$ cat src/rtl/ds_pkg.sv
// Shared definitions for the downsampling_CPU output path: default bus widths,
// result-region size and the result streamer FSM encoding.
package ds_pkg;

    localparam int DS_ADDR_W = 16;
    localparam int DS_DATA_W = 8;

    // 2x2 downsampling of the input image leaves a quarter of the bytes.
    localparam int IMAGE_BYTES  = 90000;
    localparam int RESULT_BYTES = IMAGE_BYTES / 4;

    localparam logic [1:0] ST_IDLE   = 2'd0;
    localparam logic [1:0] ST_ISSUE  = 2'd1;
    localparam logic [1:0] ST_DRAIN  = 2'd2;
    localparam logic [1:0] ST_FINISH = 2'd3;

endpackage

$ cat src/rtl/stream_fifo.sv
// Synchronous first-word-fall-through FIFO; head valid the cycle after push.
// Push into a full FIFO or pop of an empty one is dropped; callers hold credits.
module stream_fifo #(
    parameter int  DEPTH = 4,
    parameter int  WIDTH = 8,
    localparam int PTR_W = $clog2(DEPTH),
    localparam int CNT_W = $clog2(DEPTH + 1)
) (
    input  logic             clk_i,
    input  logic             rst_i,
    input  logic             push_vld_i,
    input  logic [WIDTH-1:0] push_dat_i,
    input  logic             pop_i,
    output logic [WIDTH-1:0] head_dat_o,
    output logic [CNT_W-1:0] count_o,
    output logic             empty_o,
    output logic             full_o
);

    logic [WIDTH-1:0] mem_q [DEPTH];
    logic [PTR_W-1:0] wr_ptr_q, wr_ptr_d;
    logic [PTR_W-1:0] rd_ptr_q, rd_ptr_d;
    logic [CNT_W-1:0] count_q, count_d;
    logic             do_push, do_pop;

    assign empty_o    = (count_q == '0);
    assign full_o     = (count_q == CNT_W'(DEPTH));
    assign count_o    = count_q;
    assign head_dat_o = mem_q[rd_ptr_q];

    assign do_pop  = pop_i && !empty_o;
    assign do_push = push_vld_i && !full_o;

    always_comb begin
        wr_ptr_d = wr_ptr_q;
        rd_ptr_d = rd_ptr_q;
        count_d  = count_q;
        if (do_push) begin
            wr_ptr_d = wr_ptr_q + PTR_W'(1);
        end
        if (do_pop) begin
            rd_ptr_d = rd_ptr_q + PTR_W'(1);
        end
        case ({do_push, do_pop})
            2'b10:   count_d = count_q + CNT_W'(1);
            2'b01:   count_d = count_q - CNT_W'(1);
            default: count_d = count_q;
        endcase
    end

    always_ff @(posedge clk_i) begin
        if (rst_i) begin
            wr_ptr_q <= '0;
            rd_ptr_q <= '0;
            count_q  <= '0;
            for (int i = 0; i < DEPTH; i++) begin
                mem_q[i] <= '0;
            end
        end else begin
            wr_ptr_q <= wr_ptr_d;
            rd_ptr_q <= rd_ptr_d;
            count_q  <= count_d;
            if (do_push) begin
                mem_q[wr_ptr_q] <= push_dat_i;
            end
        end
    end

endmodule

$ cat src/rtl/dram_result_streamer.sv
// Reads a DRAM result region and streams it out as valid/ready bytes.
// First byte RD_LATENCY+1 cycles after busy rises; reads stall when FIFO credits run out.
module dram_result_streamer
    import ds_pkg::*;
#(
    parameter int ADDR_W     = DS_ADDR_W,
    parameter int DATA_W     = DS_DATA_W,
    parameter int RD_LATENCY = 1,
    parameter int FIFO_DEPTH = 4
) (
    input  logic              clka,
    input  logic              reset,
    input  logic              start,
    input  logic [ADDR_W-1:0] base_addr,
    input  logic [ADDR_W:0]   length,
    output logic [ADDR_W-1:0] mem_addr,
    output logic              mem_read,
    input  logic [DATA_W-1:0] mem_rdata,
    output logic [DATA_W-1:0] out_data,
    output logic              out_valid,
    input  logic              out_ready,
    output logic              busy,
    output logic              done
);

    localparam int LEN_W = ADDR_W + 1;
    localparam int CNT_W = $clog2(FIFO_DEPTH + 1);
    localparam int OCC_W = $clog2(FIFO_DEPTH + RD_LATENCY + 1) + 1;

    logic [1:0]            state_q, state_d;
    logic [ADDR_W-1:0]     base_q, base_d;
    logic [LEN_W-1:0]      length_q, length_d;
    logic [LEN_W-1:0]      issued_q, issued_d;
    logic [LEN_W-1:0]      accepted_q, accepted_d;
    logic [RD_LATENCY-1:0] pipe_q, pipe_d;

    logic [CNT_W-1:0]      fifo_count;
    logic                  fifo_empty;
    logic                  fifo_full;
    logic                  pop;
    logic                  issue;
    logic [OCC_W-1:0]      inflight;
    logic [OCC_W-1:0]      occupancy;

    assign pop = !fifo_empty && out_ready;

    always_comb begin
        inflight = '0;
        for (int i = 0; i < RD_LATENCY; i++) begin
            inflight = inflight + OCC_W'(pipe_q[i]);
        end
    end

    // Every outstanding read already owns a FIFO slot, so a push can never find the FIFO full.
    assign occupancy = OCC_W'(fifo_count) + inflight - OCC_W'(pop);
    assign issue     = (state_q == ST_ISSUE) && !(fifo_full && !pop)
                       && (occupancy < OCC_W'(FIFO_DEPTH));

    always_comb begin
        state_d    = state_q;
        base_d     = base_q;
        length_d   = length_q;
        issued_d   = issued_q + LEN_W'(issue);
        accepted_d = accepted_q + LEN_W'(pop);
        pipe_d     = '0;
        pipe_d[0]  = issue;
        for (int i = 1; i < RD_LATENCY; i++) begin
            pipe_d[i] = pipe_q[i-1];
        end

        case (state_q)
            ST_IDLE: begin
                if (start) begin
                    base_d     = base_addr;
                    length_d   = length;
                    issued_d   = '0;
                    accepted_d = '0;
                    state_d    = (length == '0) ? ST_FINISH : ST_ISSUE;
                end
            end
            ST_ISSUE: begin
                if (issue && (issued_d == length_q)) begin
                    state_d = ST_DRAIN;
                end
            end
            ST_DRAIN: begin
                // Last acceptance implies FIFO and read pipe are both empty.
                if (pop && (accepted_d == length_q)) begin
                    state_d = ST_FINISH;
                end
            end
            default: begin
                state_d = ST_IDLE;
            end
        endcase
    end

    always_ff @(posedge clka) begin
        if (reset) begin
            state_q    <= ST_IDLE;
            base_q     <= '0;
            length_q   <= '0;
            issued_q   <= '0;
            accepted_q <= '0;
            pipe_q     <= '0;
        end else begin
            state_q    <= state_d;
            base_q     <= base_d;
            length_q   <= length_d;
            issued_q   <= issued_d;
            accepted_q <= accepted_d;
            pipe_q     <= pipe_d;
        end
    end

    stream_fifo #(
        .DEPTH (FIFO_DEPTH),
        .WIDTH (DATA_W)
    ) u_fifo (
        .clk_i      (clka),
        .rst_i      (reset),
        .push_vld_i (pipe_q[RD_LATENCY-1]),
        .push_dat_i (mem_rdata),
        .pop_i      (pop),
        .head_dat_o (out_data),
        .count_o    (fifo_count),
        .empty_o    (fifo_empty),
        .full_o     (fifo_full)
    );

    assign mem_addr  = base_q + issued_q[ADDR_W-1:0];
    assign mem_read  = issue;
    assign out_valid = !fifo_empty;
    assign busy      = (state_q != ST_IDLE);
    assign done      = (state_q == ST_FINISH);

endmodule

$ cat config.mk
export PLATFORM = sky130hd
export DESIGN_NAME = dram_result_streamer
export DESIGN_NICKNAME = d
export VERILOG_FILES = /design/src/rtl/ds_pkg.sv /design/src/rtl/stream_fifo.sv /design/src/rtl/dram_result_streamer.sv
export SDC_FILE = /design/constraint.sdc
export NUM_CORES = 1
export LEC_CHECK = 0
export CAP_MARGIN = 20
export CORE_MARGIN = 3
export CORE_UTILIZATION = 45
export CTS_BUF_LIST = sky130_fd_sc_hd__clkbuf_4 sky130_fd_sc_hd__clkbuf_8 sky130_fd_sc_hd__clkbuf_16
export CTS_CLUSTER_DIAMETER = 150
export DETAILED_ROUTE_END_ITERATION = 8
export PLACE_DENSITY = 0.66
export SETUP_SLACK_MARGIN = 0.05
export SLEW_MARGIN = 30
export SYNTH_ARGS = -nofsm -noshare
export SYNTH_HDL_FRONTEND = slang
export SYNTH_SLANG_ARGS = --single-unit
$ cat constraint.sdc
create_clock -name clka -period 7.85 [get_ports clka]
set_input_delay 2.355 -clock clka [delete_from_list [all_inputs] [get_ports clka]]
set_output_delay 2.355 -clock clka [all_outputs]
set_load 0.1 [all_outputs]
==> impl_metrics.yaml <==
run_status:
  status: "finished clean"
logic_synthesis:
  yosysMostFrequentCell: "nand2_1"
  synth-warning-count: 0
  syn-cell-area_mm2: 0.00627
  yosys.area.top_type: "dfxtp_1"
  ys_ff_latch: 111
  synth-seq-area-share: 0.406
  ys_types: 76
  synthTopCellsByArea: "dfxtp_1 (25%), edfxtp_1 (15%), nand2_1 (5.7%)"
  async_flop_share: 0
  synth_top_area_frac: 0.252
  synth_cells: 692
  synthTopCellsByCount: "nand2_1 (96), dfxtp_1 (79), nor2_1 (67)"
  ys.flop_type: "dfxtp_1"
  synth_edf_count: 32
  synth_nets: 766
  avgSynthCellArea_um2: 9.06
critical_path:
  start_kind: "input pin"
  reg2reg_to: "state_q[0]"
  worstSetupPathDepth: 11
  setup.worst_path.start: "out_ready"
  crit_arrival_ns: 5.26
  reg2reg_depth: 19
  critPathTopFamily: "buffers and inverters"
  r2r-start: "u_fifo.count_o[2]"
  endpoint: "mem_read"
  cpPeakStageDelay_ns: 0.53
  path_class: "in -> out"
  cp_slowest_cell: "clkdlybuf4s50_1"
  required_ns: 5.50
  crit_fanout: 5
  path_buf_inv: 3
  reg2reg_slack_ns: 2.23
  end_kind: "output port"
  cp_cell_sequence: "clkdlybuf4s50_1 -> and2_1 -> nand2_1 -> ha_1 -> and4b_1 -> a211o_1 -> or3b_1 -> a21oi_1 -> o221ai_1 -> inv_1 -> buf_12"
power:
  power_density_mw_per_mm2: 285
  power_mw: 2.10
  p_leak_nw: 2.72
  ir_worst_vdd_uv: 242
clock_network:
  clk_path_buf_depth: 2
  cts_buffers: 9
  tritoncts: "yes"
  cts.repair.resized: 0
  cts_setup_buffers: 0
  clk_latency_ns: 0.36
  cts_root_buf: "clkbuf_16"
  h-tree-depth: 3
  cts.sinks: 111
  clk_transition_reported_paths_ns: 0.08
  ctsHoldBuffers: 0
route:
  vias: 5081
  firstDrtPassIters: 4
  ant_nets: 0
  drt-initial-drc-count: 293
  viasPerCell: 5.50
  wl_per_cell_um: 16.5
  wl_um: 15200
  drcViolationCount: 0
timing:
  hold_viol: 0
  fmax_mhz: 131
  drv_slew: 0
  fin_skew_ns: 0.00897
  min_period_ns: 7.61
  setup_tns_ns: 0
  slew_headroom: 0.344
  rsz0062_at_grt: "no"
  finalSetupViolCount: 0
  fin_crit_sh: 0.969
  tightest_slew_ns: 0.982
placement:
  io_buffers: 72
  dp_hpwl_um: 11200
  placed_area_mm2: 0.00709
  gp_congestion: 0.911
die:
  core-area_mm2: 0.0135
  die_height_um: 124
  ios: 73
  initial_core_util: 0.466
  die-area_mm2: 0.0154
  die_w_um: 124
  rows: 42
layout:
  fin_nets: 816
  diodes: 0
  fin_util: 0.549
  stdcell_area_mm2: 0.00739
  area_growth_pct: 17.9
  drive_gt1_frac: 0.0629
global_route:
  grt_max_degree: 54
  grt-ovfl-total: 0
  antenna_found_initial: 0
  grt_pass1_vias: 4931
  grt_use_total: 0.207
  grt_pass1_wl_um: 24900
worst_hold_path:
  min_from: "base_q[12]"
  whs_path_depth: 2
  hold_path_class: "reg -> reg"
flow_run:
  cap_violations: 0
[state kept, by name, indices dropped and copies added, names as in the netlist, named ones only]
| signal | cells |
|---|---|
| u_fifo.rd_ptr_q | 2 |
| issued_q | 17 |
| length_q | 17 |
| base_q | 16 |
| accepted_q | 17 |
| u_fifo.wr_ptr_q | 2 |
| state_q | 2 |
| u_fifo.count_o | 3 |
| pipe_q | 1 |
| u_fifo.mem_q | 32 |
[how the worst min path moves through the flow]
| stage | slack, ns | end |
|---|---|---|
| finish | 0.46 | base_q[12] |
| floorplan | 0.44 | base_q[0] |
| global route | 0.49 | base_q[3] |
| global placement | 0.45 | base_q[12] |
| detailed placement | 0.46 | base_q[12] |
| CTS | 0.47 | base_q[12] |
[cells by family after synthesis]
kind of cell,Yosys count,synth area share
compound gates,111,0.122
xor+xnor,70,0.105
fa+ha+maj,29,0.0603
buf+inv,70,0.0461
flops,111,0.406
mux,10,0.0321
simple gates,291,0.230
[per-stage QoR]
step / std cells / worst slack, ns / hold WS, ns
3_5_place_dp: 907 / 0.0656 / 0.456
3_3_place_gp: 907 / 0.261 / 0.448
4_1_cts: 923 / 0.255 / 0.467
5_1_grt: 923 / 0.132 / 0.487
2_1_floorplan: 692 / 0.286 / 0.441
6_report: 923 / 0.240 / 0.463
[placed cells by master, fill, tap and decap left out, types with 4 or more instances in the layout]
master	synthesis	final
nand2_1	96	96
dfxtp_1	79	79
clkdlybuf4s50_1	0	70
nor2_1	67	67
a21oi_1	47	47
xnor2_1	38	38
inv_1	32	32
edfxtp_1	32	32
xor2_1	29	29
ha_1	27	27
nand3_1	21	21
and2_1	19	19
nor4_1	16	16
nand4_1	16	16
o21ai_0	12	12
nor3_1	10	10
clkbuf_16	0	9
nand2b_1	9	8
mux4_2	8	8
nor2b_1	7	7
o31ai_1	6	6
or4_1	5	5
buf_4	1	5
o21bai_1	4	4
a31oi_1	4	4
a2111oi_0	4	4
inv_6	0	4
[worst min-delay path: cells and delay by family, from the launching register on]
| kind | cells | cell delay, ns |
|---|---|---|
| and+or+nand+nor | 1 | 0.05 |
| AOI/OAI and AO/OA | 1 | 0.05 |
| DFF | 1 | 0.32 |
[layer usage]
metal / GRT usage / routed length [µm]
met4: 0.0705 / 285
met3: 0.0372 / 820
met2: 0.332 / 7200
met1: 0.283 / 6890
met5: 0 / 0
[area by class of cell]
type | instances | area (µm²)
fillers | 1255 | 6060
multi-input cells | 511 | 3440
flip-flops and latches | 111 | 2540
repair buffers | 77 | 763
clock buffers | 9 | 225
well taps | 176 | 220
inverters | 32 | 120
clock inverters | 7 | 78.8
[power breakdown]
part	switching (mW)	internal [mW]	total, mW
clock network	0.238	0.228	0.466
logic	0.609	0.294	0.904
registers	0.0776	0.658	0.735
total	0.924	1.18	2.10
(Power assumes the default switching activity.)
